<file path="src/rtl/minmax_pkg.sv">
// Shared types and default widths for the frame min/max statistics stage.
// The optional index outputs of minmax_tracker are enabled with MINMAX_INDEX_EN.
package minmax_pkg;

    localparam int N_DEF     = 32;
    localparam int CNT_W_DEF = 8;

    typedef enum logic [1:0] {
        S_IDLE  = 2'd0,
        S_ACCUM = 2'd1,
        S_HOLD  = 2'd2
    } state_t;

endpackage

</file>
<file path="src/rtl/mag_cmp.sv">
// Combinational unsigned magnitude comparator: a against b over the full width.
module mag_cmp #(
    parameter int N = 32
) (
    input  logic [N-1:0] a,
    input  logic [N-1:0] b,
    output logic         gr,
    output logic         lo,
    output logic         eq
);

    always_comb begin
        gr = (a > b);
        lo = (a < b);
        eq = (a == b);
    end

endmodule

</file>
<file path="src/rtl/minmax_tracker.sv">
// Per-frame running max/min/count over a valid/ready sample stream, one result beat per frame.
// Define MINMAX_INDEX_EN to add out_max_idx/out_min_idx (first-occurrence positions).
//
// Handshake: a beat moves on a rising edge where valid && ready; valid never waits on
// ready, and a producer holding valid keeps its payload stable until the transfer.
module minmax_tracker
    import minmax_pkg::*;
#(
    parameter int N     = N_DEF,
    parameter int CNT_W = CNT_W_DEF
) (
    input  logic             clk,
    input  logic             rst_n,
    input  logic             in_valid,
    output logic             in_ready,
    input  logic [N-1:0]     in_data,
    input  logic             in_last,
    output logic             out_valid,
    input  logic             out_ready,
    output logic [N-1:0]     out_max,
    output logic [N-1:0]     out_min,
    output logic [CNT_W-1:0] out_cnt,
`ifdef MINMAX_INDEX_EN
    output logic [CNT_W-1:0] out_max_idx,
    output logic [CNT_W-1:0] out_min_idx,
`endif
    output logic [1:0]       dbg_state
);

    localparam logic [CNT_W-1:0] CNT_MAX = '1;

    state_t             state_q;
    logic               rdy_q;
    logic               out_valid_q;
    logic [N-1:0]       max_q, min_q;
    logic [CNT_W-1:0]   cnt_q;
    logic [N-1:0]       out_max_q, out_min_q;
    logic [CNT_W-1:0]   out_cnt_q;

    logic [N-1:0]       max_d, min_d;
    logic [CNT_W-1:0]   cnt_d;

    logic               max_gr, max_lo, max_eq;
    logic               min_gr, min_lo, min_eq;
    logic               accept, first, close;

    mag_cmp #(.N(N)) u_cmp_max (
        .a  (in_data),
        .b  (max_q),
        .gr (max_gr),
        .lo (max_lo),
        .eq (max_eq)
    );

    mag_cmp #(.N(N)) u_cmp_min (
        .a  (in_data),
        .b  (min_q),
        .gr (min_gr),
        .lo (min_lo),
        .eq (min_eq)
    );

    // rst_n gates ready so nothing is offered while reset is asserted.
    assign in_ready  = rdy_q & rst_n;
    assign accept    = in_valid & in_ready;
    assign first     = (state_q == S_IDLE);
    assign out_valid = out_valid_q;
    assign out_max   = out_max_q;
    assign out_min   = out_min_q;
    assign out_cnt   = out_cnt_q;
    assign dbg_state = state_q;

    // Equal samples keep the stored extremum, so ties retain the earliest one.
    always_comb begin
        max_d = (first || !(max_eq || max_lo)) ? in_data : max_q;
        min_d = (first || !(min_eq || min_gr)) ? in_data : min_q;
        cnt_d = first ? CNT_W'(1) : cnt_q + 1'b1;
        close = accept && (in_last || (cnt_d == CNT_MAX));
    end

`ifdef MINMAX_INDEX_EN
    logic [CNT_W-1:0] max_idx_q, min_idx_q;
    logic [CNT_W-1:0] max_idx_d, min_idx_d;
    logic [CNT_W-1:0] out_max_idx_q, out_min_idx_q;

    // cnt_q is the number of samples already held, i.e. the position of the new one.
    always_comb begin
        max_idx_d = first ? '0 : ((max_eq || max_lo) ? max_idx_q : cnt_q);
        min_idx_d = first ? '0 : ((min_eq || min_gr) ? min_idx_q : cnt_q);
    end

    always_ff @(posedge clk) begin
        if (!rst_n) begin
            max_idx_q     <= '0;
            min_idx_q     <= '0;
            out_max_idx_q <= '0;
            out_min_idx_q <= '0;
        end else if (accept) begin
            max_idx_q <= max_idx_d;
            min_idx_q <= min_idx_d;
            if (close) begin
                out_max_idx_q <= max_idx_d;
                out_min_idx_q <= min_idx_d;
            end
        end
    end

    assign out_max_idx = out_max_idx_q;
    assign out_min_idx = out_min_idx_q;
`endif

    always_ff @(posedge clk) begin
        if (!rst_n) begin
            state_q     <= S_IDLE;
            rdy_q       <= 1'b1;
            out_valid_q <= 1'b0;
            max_q       <= '0;
            min_q       <= '0;
            cnt_q       <= '0;
            out_max_q   <= '0;
            out_min_q   <= '0;
            out_cnt_q   <= '0;
        end else begin
            case (state_q)
                S_IDLE, S_ACCUM: begin
                    if (accept) begin
                        max_q <= max_d;
                        min_q <= min_d;
                        cnt_q <= cnt_d;
                        if (close) begin
                            out_max_q   <= max_d;
                            out_min_q   <= min_d;
                            out_cnt_q   <= cnt_d;
                            out_valid_q <= 1'b1;
                            rdy_q       <= 1'b0;
                            state_q     <= S_HOLD;
                        end else begin
                            state_q <= S_ACCUM;
                        end
                    end
                end
                S_HOLD: begin
                    if (out_ready) begin
                        out_valid_q <= 1'b0;
                        rdy_q       <= 1'b1;
                        state_q     <= S_IDLE;
                    end
                end
                default: begin
                    out_valid_q <= 1'b0;
                    rdy_q       <= 1'b1;
                    state_q     <= S_IDLE;
                end
            endcase
        end
    end

endmodule
</file>
<file path="config.mk">
export PLATFORM = sky130hd
export DESIGN_NAME = minmax_tracker
export DESIGN_NICKNAME = d
export VERILOG_FILES = /design/src/rtl/minmax_pkg.sv /design/src/rtl/mag_cmp.sv /design/src/rtl/minmax_tracker.sv
export SDC_FILE = /design/constraint.sdc
export NUM_CORES = 1
export LEC_CHECK = 0
export BUFFER_PORTS_ARGS = -buffer_cell sky130_fd_sc_hd__buf_4
export CAP_MARGIN = 25
export CORE_ASPECT_RATIO = 1.25
export CORE_MARGIN = 4
export CORE_UTILIZATION = 40
export CTS_CLUSTER_SIZE = 25
export DETAILED_ROUTE_END_ITERATION = 8
export GPL_TIMING_DRIVEN = 0
export HOLD_SLACK_MARGIN = 0.03
export PLACE_DENSITY = 0.68
export SYNTH_ARGS = -nofsm -noshare
export SYNTH_HDL_FRONTEND = slang
export SYNTH_SLANG_ARGS = --single-unit
</file>
<file path="constraint.sdc">
create_clock -name clk -period 2.8 [get_ports clk]
set_input_delay 0.14 -clock clk [delete_from_list [all_inputs] [get_ports clk]]
set_output_delay 0.14 -clock clk [all_outputs]
set_load 0.01 [all_outputs]
</file>
==> parameters.txt, run 1 <==
Parameter                              Value

Timing
  Clk_skew ... 0.0101 ns
  Slew at the pin closest to its max-slew limit ... 0.796 ns
  Headroom to the max-slew limit ... 46.8%
  Hold Vio Cnt, Final ... 0
  Shortest clock period the worst path allows after layout ... 2.82 ns
  Part of the cycle the worst path needs ... 101%
  Number of failing setup endpoints in the final timing report ... 3
  Max-slew violation count ... 0
  Worst hold slack ... 0.0353 ns
  Worst setup margin ... -0.0194 ns
  Highest Clock Rate ... 355 MHz

Final layout
  Total inserted antenna cells ... 0
  Commonest non-fill, non-tap cells in the layout ... sky130_fd_sc_hd__nand2_1, sky130_fd_sc_hd__dfxtp_1, sky130_fd_sc_hd__buf_4
  Post-route non-filler standard cell count ... 1401
  Layout cell share with drive strength beyond 1 ... 19.2%
  # fillers ... 1875
  Net count of the finished layout ... 1225
  Synthesis-to-layout area growth ... 28.3%
  Core occupancy in the finished layout ... 52.7%
  Most common library cell in the layout ignoring fill and taps ... sky130_fd_sc_hd__nand2_1

Placement
  Detailed placement HPWL ... 18.3 mm
  I/O Buffers ... 111
  Placed Instances ... 1334
  Routability-driven placement congestion ratio ... 0.897
  Pre-CTS setup slack ... -0.334 ns

Detailed routing
  Antenna-violating nets left ... 0
  Via density ... 5.49
  DRC violations left ... 0
  DRC violation total after the first TritonRoute iteration ... 606
  Number of detailed-route iterations in the first pass ... 8
  Final WL ... 25.4 mm
  Number of vias in the routed layout ... 7695
  Wire length per cell after detailed routing ... 18.2 microns

Setup path
  Kind of end point of the critical path ... flip-flop
  Data required time of the critical path ... 3.15 ns
  Critical Path Source Type ... flip-flop
  Critical Path Fanout Max ... 6
  CP Data Arrival Time ... 3.17 ns
  Setup CP Type ... reg2reg

Min path
  Hold WC Path Type ... in2reg

Clock tree
  Clk buf depth ... 2
  TritonCTS Buffers ... 17
  Clock latency on the worst-skew pair ... 0.44 ns
  Clk root buf ... sky130_fd_sc_hd__clkbuf_16
  TritonCTS clock tree ... yes
  Sink count of the clock tree ... 148
  Maximum level of the CTS H-tree ... 4
  Clock slew seen by the registers of the worst setup and hold paths ... 0.06 ns

Logic synthesis
  Xor-xnor portion of the synthesized cell area ... 0.325%
  Dominant combinational cell family by area after synthesis ... simple AND/OR/NAND/NOR gates
  Mux cell area share after synthesis ... 8.67%
  Total of warnings raised by yosys ... 0
  Post-Synthesis Mean Instance Area ... 8.44 sq um
  Register area share after synthesis ... 36.7%
  Unique cell type count in the Yosys netlist ... 59
  Number of enable-type register cells in the synthesized netlist ... 0
  Number of nets in the synthesized netlist ... 1060
  Fraction of the mapped netlist area in simple logic gates ... 19.9%
  Post-synthesis sequential element count ... 148
  Complex-gate fraction of the synthesized area ... 16.9%
  Post-synthesis instance total ... 958
  Most used flip-flop cell after synthesis ... sky130_fd_sc_hd__dfxtp_1
  Async set or reset register ratio after synthesis ... 0%
  Adder and majority cell fraction of the synthesized area ... 10.1%
  Cell Area, Synth ... 0.00808 sq mm

Floorplan
  Placement row count ... 57
  Number of top-level pins ... 113
  Area of the core ... 0.0197 sq mm
  Y dimension of the die ... 167 microns
  Initial core utilization ... 41.1%
  Full die area ... 0.0226 sq mm
  Floorplan die width ... 135 microns

Power and ir drop
  Net load switching power ... 1.55 mW
  Power density relative to cell area ... 546 mW/mm^2
  Register share of total power ... 40.7%
  Comb power frac ... 16.7%
  Highest ir drop seen on vdd ... 0.432 mV
  Part of the total power dissipated in the clock network ... 42.6%
  Switch share ... 27.4%
  Leakage ... 4.40 nW
  Internal power of the cells ... 4.11 mW

Outcome
  Run status ... complete, but fails checks
  Failing checks ... negative setup slack

Global routing
  GR peak layer ... met2
  Global route total overflow ... 0
  Number of global-route vias before repair ... 7684
  Antenna violations before repair ... 0
  First-pass GRT wire length ... 40.2 mm
  Global-route met2 utilization ... 38.6%
  Grt met3 use ... 5.16%
  Overall track demand over capacity in global routing ... 22.2%
  Pin count of the biggest net entering global routing ... 17
  Global-route track usage on met1 ... 26.5%

Run
  Max-capacitance violation count ... 0
[final timing paths]
check | start | slack, ns | endpoint | cells after the start
max | max_q[8]$_SDFFE_PN0P_ | -0.02 | max_q[8]$_SDFFE_PN0P_ | 11
max reg2reg | max_q[8]$_SDFFE_PN0P_ | -0.02 | max_q[8]$_SDFFE_PN0P_ | 11
min reg2reg | out_max[17]$_SDFFE_PN0P_ | 0.46 | out_max[17]$_SDFFE_PN0P_ | 2
min | in_data[2] | 0.04 | min_q[2]$_SDFFE_PN0P_ | 3
[metrics by stage]
| step | power, mW | setup TNS [ns] | cell area, sq um |
|---|---|---|---|
| finish | 5.67 | -0.0421 | 10400 |
| CTS | 5.65 | 0 | 10200 |
| global route | 5.89 | -1.92 | 10400 |
| floorplan | 2.84 | 0 | 8080 |
| detailed placement | 3.20 | -14.31 | 9250 |
| global placement | 3.18 | -9.60 | 9250 |
[sequential cells by signal, summed over array words and instances (netlist names)]
register / count
out_min: 32
rdy_q: 1
min_q: 32
out_valid: 1
out_cnt: 8
dbg_state: 2
cnt_q: 8
out_max: 32
max_q: 32
[synthesized netlist by cell type (all sizes together) (4+ instances only)]
| master | count | area share, % |
|---|---|---|
| buf | 29 | 2.5 |
| a21oi | 25 | 1.5 |
| nand4 | 47 | 3.7 |
| inv | 66 | 3.1 |
| o21a | 5 | 0.46 |
| clkbuf | 42 | 2.0 |
| nor2b | 11 | 0.85 |
| and2 | 5 | 0.39 |
| nand2 | 215 | 10 |
| ha | 65 | 10 |
| o211ai | 66 | 6.2 |
| a211oi | 5 | 0.46 |
| a21boi | 4 | 0.37 |
| nor3 | 5 | 0.31 |
| a21o | 4 | 0.37 |
| nor2 | 13 | 0.60 |
| mux2i | 70 | 8.7 |
| o21ai | 15 | 1.1 |
| o2111ai | 33 | 3.6 |
| nand3 | 44 | 2.7 |
| dfxtp | 148 | 37 |
[metal layers]
| layer | part of all wire (%) | vias to the layer above |
|---|---|---|
| li1 | - | 3762 |
| met1 | 41 | 3629 |
| met5 | 0 | - |
| met3 | 5.8 | 55 |
| met2 | 50 | 249 |
| met4 | 3.0 | 0 |
[logic make-up (layout without fill, tap and decap cells)]
family,count (synthesis),in the layout
flip-flops,148,148
AND/OR/NAND/NOR,355,355
buffers and inverters,137,315
AO/OA/AOI/OAI,180,180
adder cells (fa/ha/maj),65,65
multiplexers,70,70
XOR/XNOR,3,3
[what timing repair did]
action                                  CTS  global route
setup buffers                             5             3
gates cloned                              1             1
resized for setup                         9            44
endpoints found under the setup margin  120           126
hold buffers                             26             0
hold endpoints to repair                 56             0
pin swaps                                 3             6
[area by class of cell]
| class | count | area, sq um | area share [%] |
|---|---|---|---|
| Sequential cell | 148 | 2970 | 28.6 |
| Buffer | 70 | 384 | 3.70 |
| Multi-Input combinational cell | 673 | 4610 | 44.5 |
| Timing Repair Buffer | 147 | 1220 | 11.7 |
| Inverter | 66 | 248 | 2.39 |
| Clock inverter | 14 | 184 | 1.77 |
| Clock buffer | 18 | 429 | 4.14 |
| Tap cell | 265 | 332 | 3.20 |
[power groups by stage]
stage | Sequential [mW] | Combinational [mW] | Clock [mW]
after floorplan | 2.36 | 0.488 | 0
after global routing | 2.32 | 1.03 | 2.53
after global placement | 2.35 | 0.836 | 0
after CTS | 2.31 | 0.911 | 2.43
final | 2.31 | 0.944 | 2.42
after detailed placement | 2.35 | 0.853 | 0
[worst max-delay path, stage by stage, from the launching register on]
cell	delay [ns]
sky130_fd_sc_hd__dfxtp_1	0.39
sky130_fd_sc_hd__inv_1	0.06
sky130_fd_sc_hd__ha_1	0.28
sky130_fd_sc_hd__nand4_1	0.14
sky130_fd_sc_hd__or4_4	0.60
sky130_fd_sc_hd__o31a_1	0.31
sky130_fd_sc_hd__o31a_1	0.13
sky130_fd_sc_hd__buf_6	0.14
sky130_fd_sc_hd__o21ai_4	0.18
sky130_fd_sc_hd__buf_6	0.16
sky130_fd_sc_hd__clkbuf_16	0.15
sky130_fd_sc_hd__mux2i_1	0.20
No activity file was read; power rests on OpenSTA's default activity.
==> run 2: changes to the inputs <==
--- a/config.mk
+++ b/config.mk
@@ -18,3 +18,4 @@
 export SYNTH_ARGS = -nofsm -noshare
 export SYNTH_HDL_FRONTEND = slang
 export SYNTH_SLANG_ARGS = --single-unit
+export TNS_END_PERCENT = 10
==> parameters.txt, run 2 (synthesis gave the netlist of run 1 again) <==
Parameter                              Value

Outcome
  Failing checks ... negative setup slack
  Run status ... complete, but fails checks

Placement
  Placed standard-cell area ... 0.00925 sq mm (unchanged)
  Detailed placement HPWL ... 18.3 mm (unchanged)
  Placed Instances ... 1334 (unchanged)
  Pre-CTS setup slack ... -0.334 ns (unchanged)
  I/O Buffers ... 111 (unchanged)
  Routability-driven placement congestion ratio ... 0.897 (unchanged)

Floorplan
  Number of top-level pins ... 113 (unchanged)
  Initial core utilization ... 41.1% (unchanged)
  Area of the core ... 0.0197 sq mm (unchanged)
  Full die area ... 0.0226 sq mm (unchanged)
  Floorplan die width ... 135 microns (unchanged)
  Placement row count ... 57 (unchanged)
  Y dimension of the die ... 167 microns (unchanged)

Clock tree
  Clock slew seen by the registers of the worst setup and hold paths ... 0.06 ns (about the same)
  Maximum level of the CTS H-tree ... 4 (unchanged)
  Clk root buf ... sky130_fd_sc_hd__clkbuf_16
  TritonCTS clock tree ... yes
  Clk buf depth ... 2 (unchanged)
  TritonCTS Buffers ... 17 (unchanged)
  Clock latency on the worst-skew pair ... 0.43 ns (about the same)
  Sink count of the clock tree ... 148 (unchanged)

Detailed routing
  Number of vias in the routed layout ... 7688 (-0.091%)
  Wire length per cell after detailed routing ... 18.1 microns (-0.33%)
  DRC violation total after the first TritonRoute iteration ... 602 (-0.66%)
  Via density ... 5.48 (-0.30%)
  DRC violations left ... 0 (unchanged)
  Antenna-violating nets left ... 0 (unchanged)
  Final WL ... 25.4 mm (-0.11%)
  Number of detailed-route iterations in the first pass ... 5 (-3)

Timing
  Number of failing setup endpoints in the final timing report ... 2 (-1)
  Clk_skew ... 0.00941 ns (-0.000725 ns)
  Worst hold slack ... 0.0386 ns (+0.00336 ns)
  Hold Vio Cnt, Final ... 0 (unchanged)
  Total negative slack ... -0.0421 ns (+0.0000337 ns)
  Worst setup margin ... -0.0373 ns (-0.0178 ns)
  Shortest clock period the worst path allows after layout ... 2.84 ns (+0.0178 ns)
  Headroom to the max-slew limit ... 46.8% (+0.067 points)
  Part of the cycle the worst path needs ... 101% (+0.64 points)
  Max-slew violation count ... 0 (unchanged)
  Slew at the pin closest to its max-slew limit ... 0.795 ns (-0.00101 ns)
  Highest Clock Rate ... 352 MHz (-0.63%)

Setup path
  Minimum setup slack among reg-to-reg paths ... -0.04 ns (-0.02 ns)
  Critical Path Fanout Max ... 6 (unchanged)
  Worst path cell trace ... inv_1 -> ha_1 -> nand4_1 -> or4_4 -> o31a_1 -> o31a_1 -> buf_6 -> o21ai_4 -> buf_4 -> clkbuf_16 -> mux2i_1
  CP Data Arrival Time ... 3.19 ns (+0.02 ns)
  Critical Path Source Type ... flip-flop
  Slowest CP cell ... sky130_fd_sc_hd__or4_4
  Top cell by count, worst path ... sky130_fd_sc_hd__o31a_1
  Kind of end point of the critical path ... flip-flop
  Crit-path max cell delay ... 0.58 ns (-0.02 ns)
  Data required time of the critical path ... 3.15 ns (about the same)
  Setup CP Type ... reg2reg

Global routing
  Global route total overflow ... 0 (unchanged)
  Overall track demand over capacity in global routing ... 22.1% (-0.064 points)
  Number of global-route vias before repair ... 7677 (-0.091%)
  First-pass GRT wire length ... 40.0 mm (-0.28%)
  Pin count of the biggest net entering global routing ... 17 (unchanged)
  Antenna violations before repair ... 0 (unchanged)

Final layout
  Commonest non-fill, non-tap cells in the layout ... sky130_fd_sc_hd__nand2_1, sky130_fd_sc_hd__dfxtp_1, sky130_fd_sc_hd__buf_4
  Layout cell share with drive strength beyond 1 ... 18.8% (-0.40 points)
  Net count of the finished layout ... 1228 (+0.24%)
  Post-route non-filler standard cell count ... 1404 (+0.21%)
  Design area ... 0.0104 sq mm (about the same)
  Total inserted antenna cells ... 0 (unchanged)
  Most common library cell in the layout ignoring fill and taps ... sky130_fd_sc_hd__nand2_1
  Core occupancy in the finished layout ... 52.7% (about the same)
  Synthesis-to-layout area growth ... 28.3% (about the same)

Power and ir drop
  Leakage ... 4.40 nW (about the same)
  Overall power of the completed layout ... 5.66 mW (about the same)
  Highest ir drop seen on vdd ... 0.440 mV (+1.9%)
  Power density relative to cell area ... 546 mW/mm^2 (about the same)

Min path
  Hold WC Path Type ... in2reg

Run
  Max-capacitance violation count ... 0 (unchanged)
[run 2: repair_timing]
item | 4_1_cts | 5_1_grt
hold endpoints to repair | 56 | 0
gates resized for setup | 9 | 35
pin swaps | 2 | 6
hold buffers | 28 | 0
endpoints found under the setup margin | 120 | 126
buffers inserted | 2 | 8
cloned | 0 | 1
[run 2: path summary, 6_finish.rpt]
kind / from / endpoint / cells after the start
worst max-delay path: max_q[8]$_SDFFE_PN0P_ / max_q[8]$_SDFFE_PN0P_ / 11
worst min-delay path: in_data[2] / min_q[2]$_SDFFE_PN0P_ / 3
worst max register to register: max_q[8]$_SDFFE_PN0P_ / max_q[8]$_SDFFE_PN0P_ / 11
worst min register to register: out_max[17]$_SDFFE_PN0P_ / out_max[17]$_SDFFE_PN0P_ / 2
[run 2: report_power, final]
part / internal (mW) / switching (mW) / total (mW)
logic: 0.403 / 0.537 / 0.940
registers: 2.22 / 0.0858 / 2.31
clock network: 1.49 / 0.931 / 2.42
[run 2: layout make-up]
cell class                 count  area [sq um]
inverter                      66           248
sequential                   148          2960
clock buffer                  18           429
timing repair buffer         150          1230
buffer                        70           383
tap                          265           332
clock inverter                14           184
multi-input combinational    673          4590
fill                        1880          9320
[run 2: worst max-delay path: cells and delay by family, from the launching register on]
| family | cells | cell delay (ns) |
|---|---|---|
| AND/OR/NAND/NOR | 2 | 0.71 |
| AO/OA/AOI/OAI | 3 | 0.65 |
| multiplexers | 1 | 0.21 |
| buffers and inverters | 4 | 0.52 |
| adder cells (fa/ha/maj) | 1 | 0.28 |
| flip-flops | 1 | 0.38 |
[run 2: per-layer routing]
layer / vias to the layer above / part of all wire, % / global-route usage [%] / wire length (microns)
li1: 3768 / - / - / -
met1: 3627 / 42 / 26.6 / 10600
met2: 244 / 49 / 37.2 / 12500
met3: 49 / 5.9 / 5.37 / 1510
met4: 0 / 3.0 / 9.82 / 751
met5: - / 0 / 0 / 0
==> run 3: changes to the inputs <==
--- a/config.mk
+++ b/config.mk
@@ -10,6 +10,7 @@
 export CORE_ASPECT_RATIO = 1.25
 export CORE_MARGIN = 4
 export CORE_UTILIZATION = 40
+export CTS_BUF_LIST = sky130_fd_sc_hd__clkbuf_8
 export CTS_CLUSTER_SIZE = 25
 export DETAILED_ROUTE_END_ITERATION = 8
 export GPL_TIMING_DRIVEN = 0
==> parameters.txt, run 3 (synthesis gave the netlist of run 1 again) <==
Parameter                              Value

Outcome
  Run status ... finished clean

Setup path
  Crit-path max cell delay ... 0.41 ns (-0.17 ns)
  Worst path cell trace ... inv_1 -> ha_1 -> and2_1 -> a221oi_1 -> o21ai_1 -> a2111oi_4 -> buf_4 -> o211ai_2 -> buf_2 -> mux2i_1
  Data required time of the critical path ... 3.15 ns (about the same)
  Launch instance of the worst register-to-register path ... min_q[7]$_SDFFE_PN0P_
  R2R Path End ... min_q[22]$_SDFFE_PN0P_
  Kind of end point of the critical path ... flip-flop
  Cell family with most CP delay ... compound AO/OA/AOI/OAI gates
  Count of buffering cells on the critical path with inverters included ... 3 (-1)
  Critical Path Fanout Max ... 10 (+4)
  Slowest CP cell ... sky130_fd_sc_hd__a2111oi_4
  Number of cells on the worst reg-to-reg path ... 10 (-1)
  Setup CP Type ... reg2reg
  CP Data Arrival Time ... 3.09 ns (-0.10 ns)
  Minimum setup slack among reg-to-reg paths ... 0.06 ns (+0.09 ns)
  Critical Path Source Type ... flip-flop

Min path
  Hold depth ... 4 (+1)
  Worst Min Path Start ... in_valid
  Hold WC Path Type ... in2reg
  Hold Path Sink ... dbg_state[0]$_SDFFE_PN0P_

Floorplan
  Area of the core ... 0.0197 sq mm (unchanged)
  Initial core utilization ... 41.1% (unchanged)
  Full die area ... 0.0226 sq mm (unchanged)
  Y dimension of the die ... 167 microns (unchanged)
  Number of top-level pins ... 113 (unchanged)
  Floorplan die width ... 135 microns (unchanged)
  Placement row count ... 57 (unchanged)

Global routing
  Global-route met2 utilization ... 37.2% (-0.043 points)
  First-pass GRT wire length ... 40.0 mm (-0.14%)
  Antenna violations before repair ... 0 (unchanged)
  Grt met3 use ... 5.76% (+0.39 points)
  GR peak layer ... met2
  Overall track demand over capacity in global routing ... 22.2% (+0.036 points)
  Global route total overflow ... 0 (unchanged)
  Pin count of the biggest net entering global routing ... 17 (unchanged)
  Global-route track usage on met1 ... 26.6% (about the same)
  Number of global-route vias before repair ... 7639 (-0.49%)

Run
  Max-capacitance violation count ... 0 (unchanged)

Clock tree
  TritonCTS clock tree ... yes
  Clk buf depth ... 2 (unchanged)
  Sink count of the clock tree ... 148 (unchanged)
  Clock latency on the worst-skew pair ... 0.47 ns (+0.04 ns)
  TritonCTS Buffers ... 17 (unchanged)
  Clock slew seen by the registers of the worst setup and hold paths ... 0.08 ns (+0.02 ns)
  Clk root buf ... sky130_fd_sc_hd__clkbuf_8
  Maximum level of the CTS H-tree ... 4 (unchanged)

Power and ir drop
  Highest ir drop seen on vdd ... 0.308 mV (-30%)
  Leakage ... 4.35 nW (-1.2%)
  Power density relative to cell area ... 495 mW/mm^2 (-9.4%)

Timing
  Headroom to the max-slew limit ... 45.5% (-1.3 points)
  Worst setup margin ... 0.0552 ns (+0.0925 ns)
  Hold Vio Cnt, Final ... 0 (unchanged)
  Number of failing setup endpoints in the final timing report ... 0 (-2)
  Part of the cycle the worst path needs ... 98.0% (-3.3 points)
  Max-slew violation count ... 0 (unchanged)
  Highest Clock Rate ... 364 MHz (+3.4%)
  Unrepaired setup endpoints after global routing ... yes
  Clk_skew ... 0.0122 ns (+0.00275 ns)
  Slew at the pin closest to its max-slew limit ... 0.814 ns (+0.0193 ns)
  Worst hold slack ... 0.0638 ns (+0.0251 ns)
  Shortest clock period the worst path allows after layout ... 2.74 ns (-0.0925 ns)

Placement
  Placed standard-cell area ... 0.00925 sq mm (unchanged)
  I/O Buffers ... 111 (unchanged)
  Routability-driven placement congestion ratio ... 0.897 (unchanged)
  Detailed placement HPWL ... 18.3 mm (unchanged)
  Pre-CTS setup slack ... -0.334 ns (unchanged)

Final layout
  Net count of the finished layout ... 1233 (+0.41%)
  # fillers ... 1910 (+1.6%)
  Core occupancy in the finished layout ... 52.0% (-0.71 points)
  Synthesis-to-layout area growth ... 26.5%
  Design area ... 0.0102 sq mm (-1.3%)
  Total inserted antenna cells ... 0 (unchanged)
  Commonest non-fill, non-tap cells in the layout ... sky130_fd_sc_hd__nand2_1, sky130_fd_sc_hd__dfxtp_1, sky130_fd_sc_hd__buf_4
  Layout cell share with drive strength beyond 1 ... 18.4% (-0.43 points)
  Most common library cell in the layout ignoring fill and taps ... sky130_fd_sc_hd__nand2_1

Detailed routing
  DRC violations left ... 0 (unchanged)
  Number of vias in the routed layout ... 7623 (-0.85%)
  Antenna-violating nets left ... 0 (unchanged)
  Wire length per cell after detailed routing ... 17.9 microns (-1.3%)
  DRC violation total after the first TritonRoute iteration ... 553 (-8.1%)
  Via density ... 5.41 (-1.2%)
  Final WL ... 25.2 mm (-0.94%)
  Number of detailed-route iterations in the first pass ... 5 (unchanged)
## run 3: cell count changes in the layout (fill, tap and decap cells not counted)
cell,before,now
sky130_fd_sc_hd__o31ai_2,2,1
sky130_fd_sc_hd__inv_1,66,67
sky130_fd_sc_hd__o31ai_1,0,1
sky130_fd_sc_hd__clkbuf_8,0,17
sky130_fd_sc_hd__clkbuf_16,18,1
sky130_fd_sc_hd__buf_12,4,5
sky130_fd_sc_hd__mux2i_2,1,0
sky130_fd_sc_hd__buf_6,4,2
sky130_fd_sc_hd__buf_2,17,19
sky130_fd_sc_hd__clkbuf_4,0,1
sky130_fd_sc_hd__mux2i_1,69,70
sky130_fd_sc_hd__dlygate4sd3_1,28,36
sky130_fd_sc_hd__clkbuf_1,28,26
sky130_fd_sc_hd__buf_4,122,118
## run 3: metal layers
layer,vias up,share of wire (%),routed length [microns]
li1,3769,-,-
met1,3589,42,10600
met2,221,49,12400
met3,44,5.8,1470
met4,0,2.6,656
met5,-,0,0
## run 3: worst register-to-register path, delay by kind of cell, from the launching register on
family	cells	cell delay [ns]
buf+inv	3	0.59
flops	1	0.38
mux	1	0.16
compound gates	4	1.05
simple gates	1	0.18
fa+ha+maj	1	0.27
## run 3: area by class of cell
cell class                 count  area [sq um]  share of cell area (%)
buffer                        70           382                    3.73
inverter                      66           248                    2.42
tap                          265           332                    3.24
clock inverter                15           188                    1.83
clock buffer                  17           234                    2.29
sequential                   148          2960                    29.0
multi-input combinational    673          4590                    44.8
timing repair buffer         155          1300                    12.7
## run 3: worst max path at each step
stage	endpoint	cells after the start	startpoint	slack, ns
after CTS	max_q[6]$_SDFFE_PN0P_	9	max_q[15]$_SDFFE_PN0P_	-0.11
final	min_q[22]$_SDFFE_PN0P_	10	min_q[7]$_SDFFE_PN0P_	0.06
after global placement	out_min[23]$_SDFFE_PN0P_	9	min_q[7]$_SDFFE_PN0P_	-0.31
after floorplan	max_q[10]$_SDFFE_PN0P_	10	max_q[13]$_SDFFE_PN0P_	0.28
after detailed placement	out_min[23]$_SDFFE_PN0P_	9	min_q[7]$_SDFFE_PN0P_	-0.33
after global routing	min_q[2]$_SDFFE_PN0P_	10	min_q[7]$_SDFFE_PN0P_	-0.04
## run 3: power breakdown
group,switching [mW],leakage (nW),total [mW],internal (mW)
combinational,0.535,2.92,0.942,0.407
sequential,0.0858,1.21,2.30,2.22
clock,0.857,0.220,1.82,0.961
total,1.48,4.35,5.07,3.59
## run 3: metrics by stage
step / power (mW) / cells / setup TNS, ns
2_1_floorplan: 2.84 / 958 / 0
3_3_place_gp: 3.18 / 1334 / -9.60
3_5_place_dp: 3.20 / 1334 / -14.31
4_1_cts: 5.05 / 1404 / -3.05
5_1_grt: 5.28 / 1409 / -0.497
6_report: 5.07 / 1409 / 0
## run 3: repair_timing
item	CTS	global route
gates resized for setup	13	23
gates cloned	0	1
buffers inserted	2	5
endpoints found under the hold margin	121	0
hold buffers	36	0
endpoints found under the setup margin	120	126
pin swaps	2	4
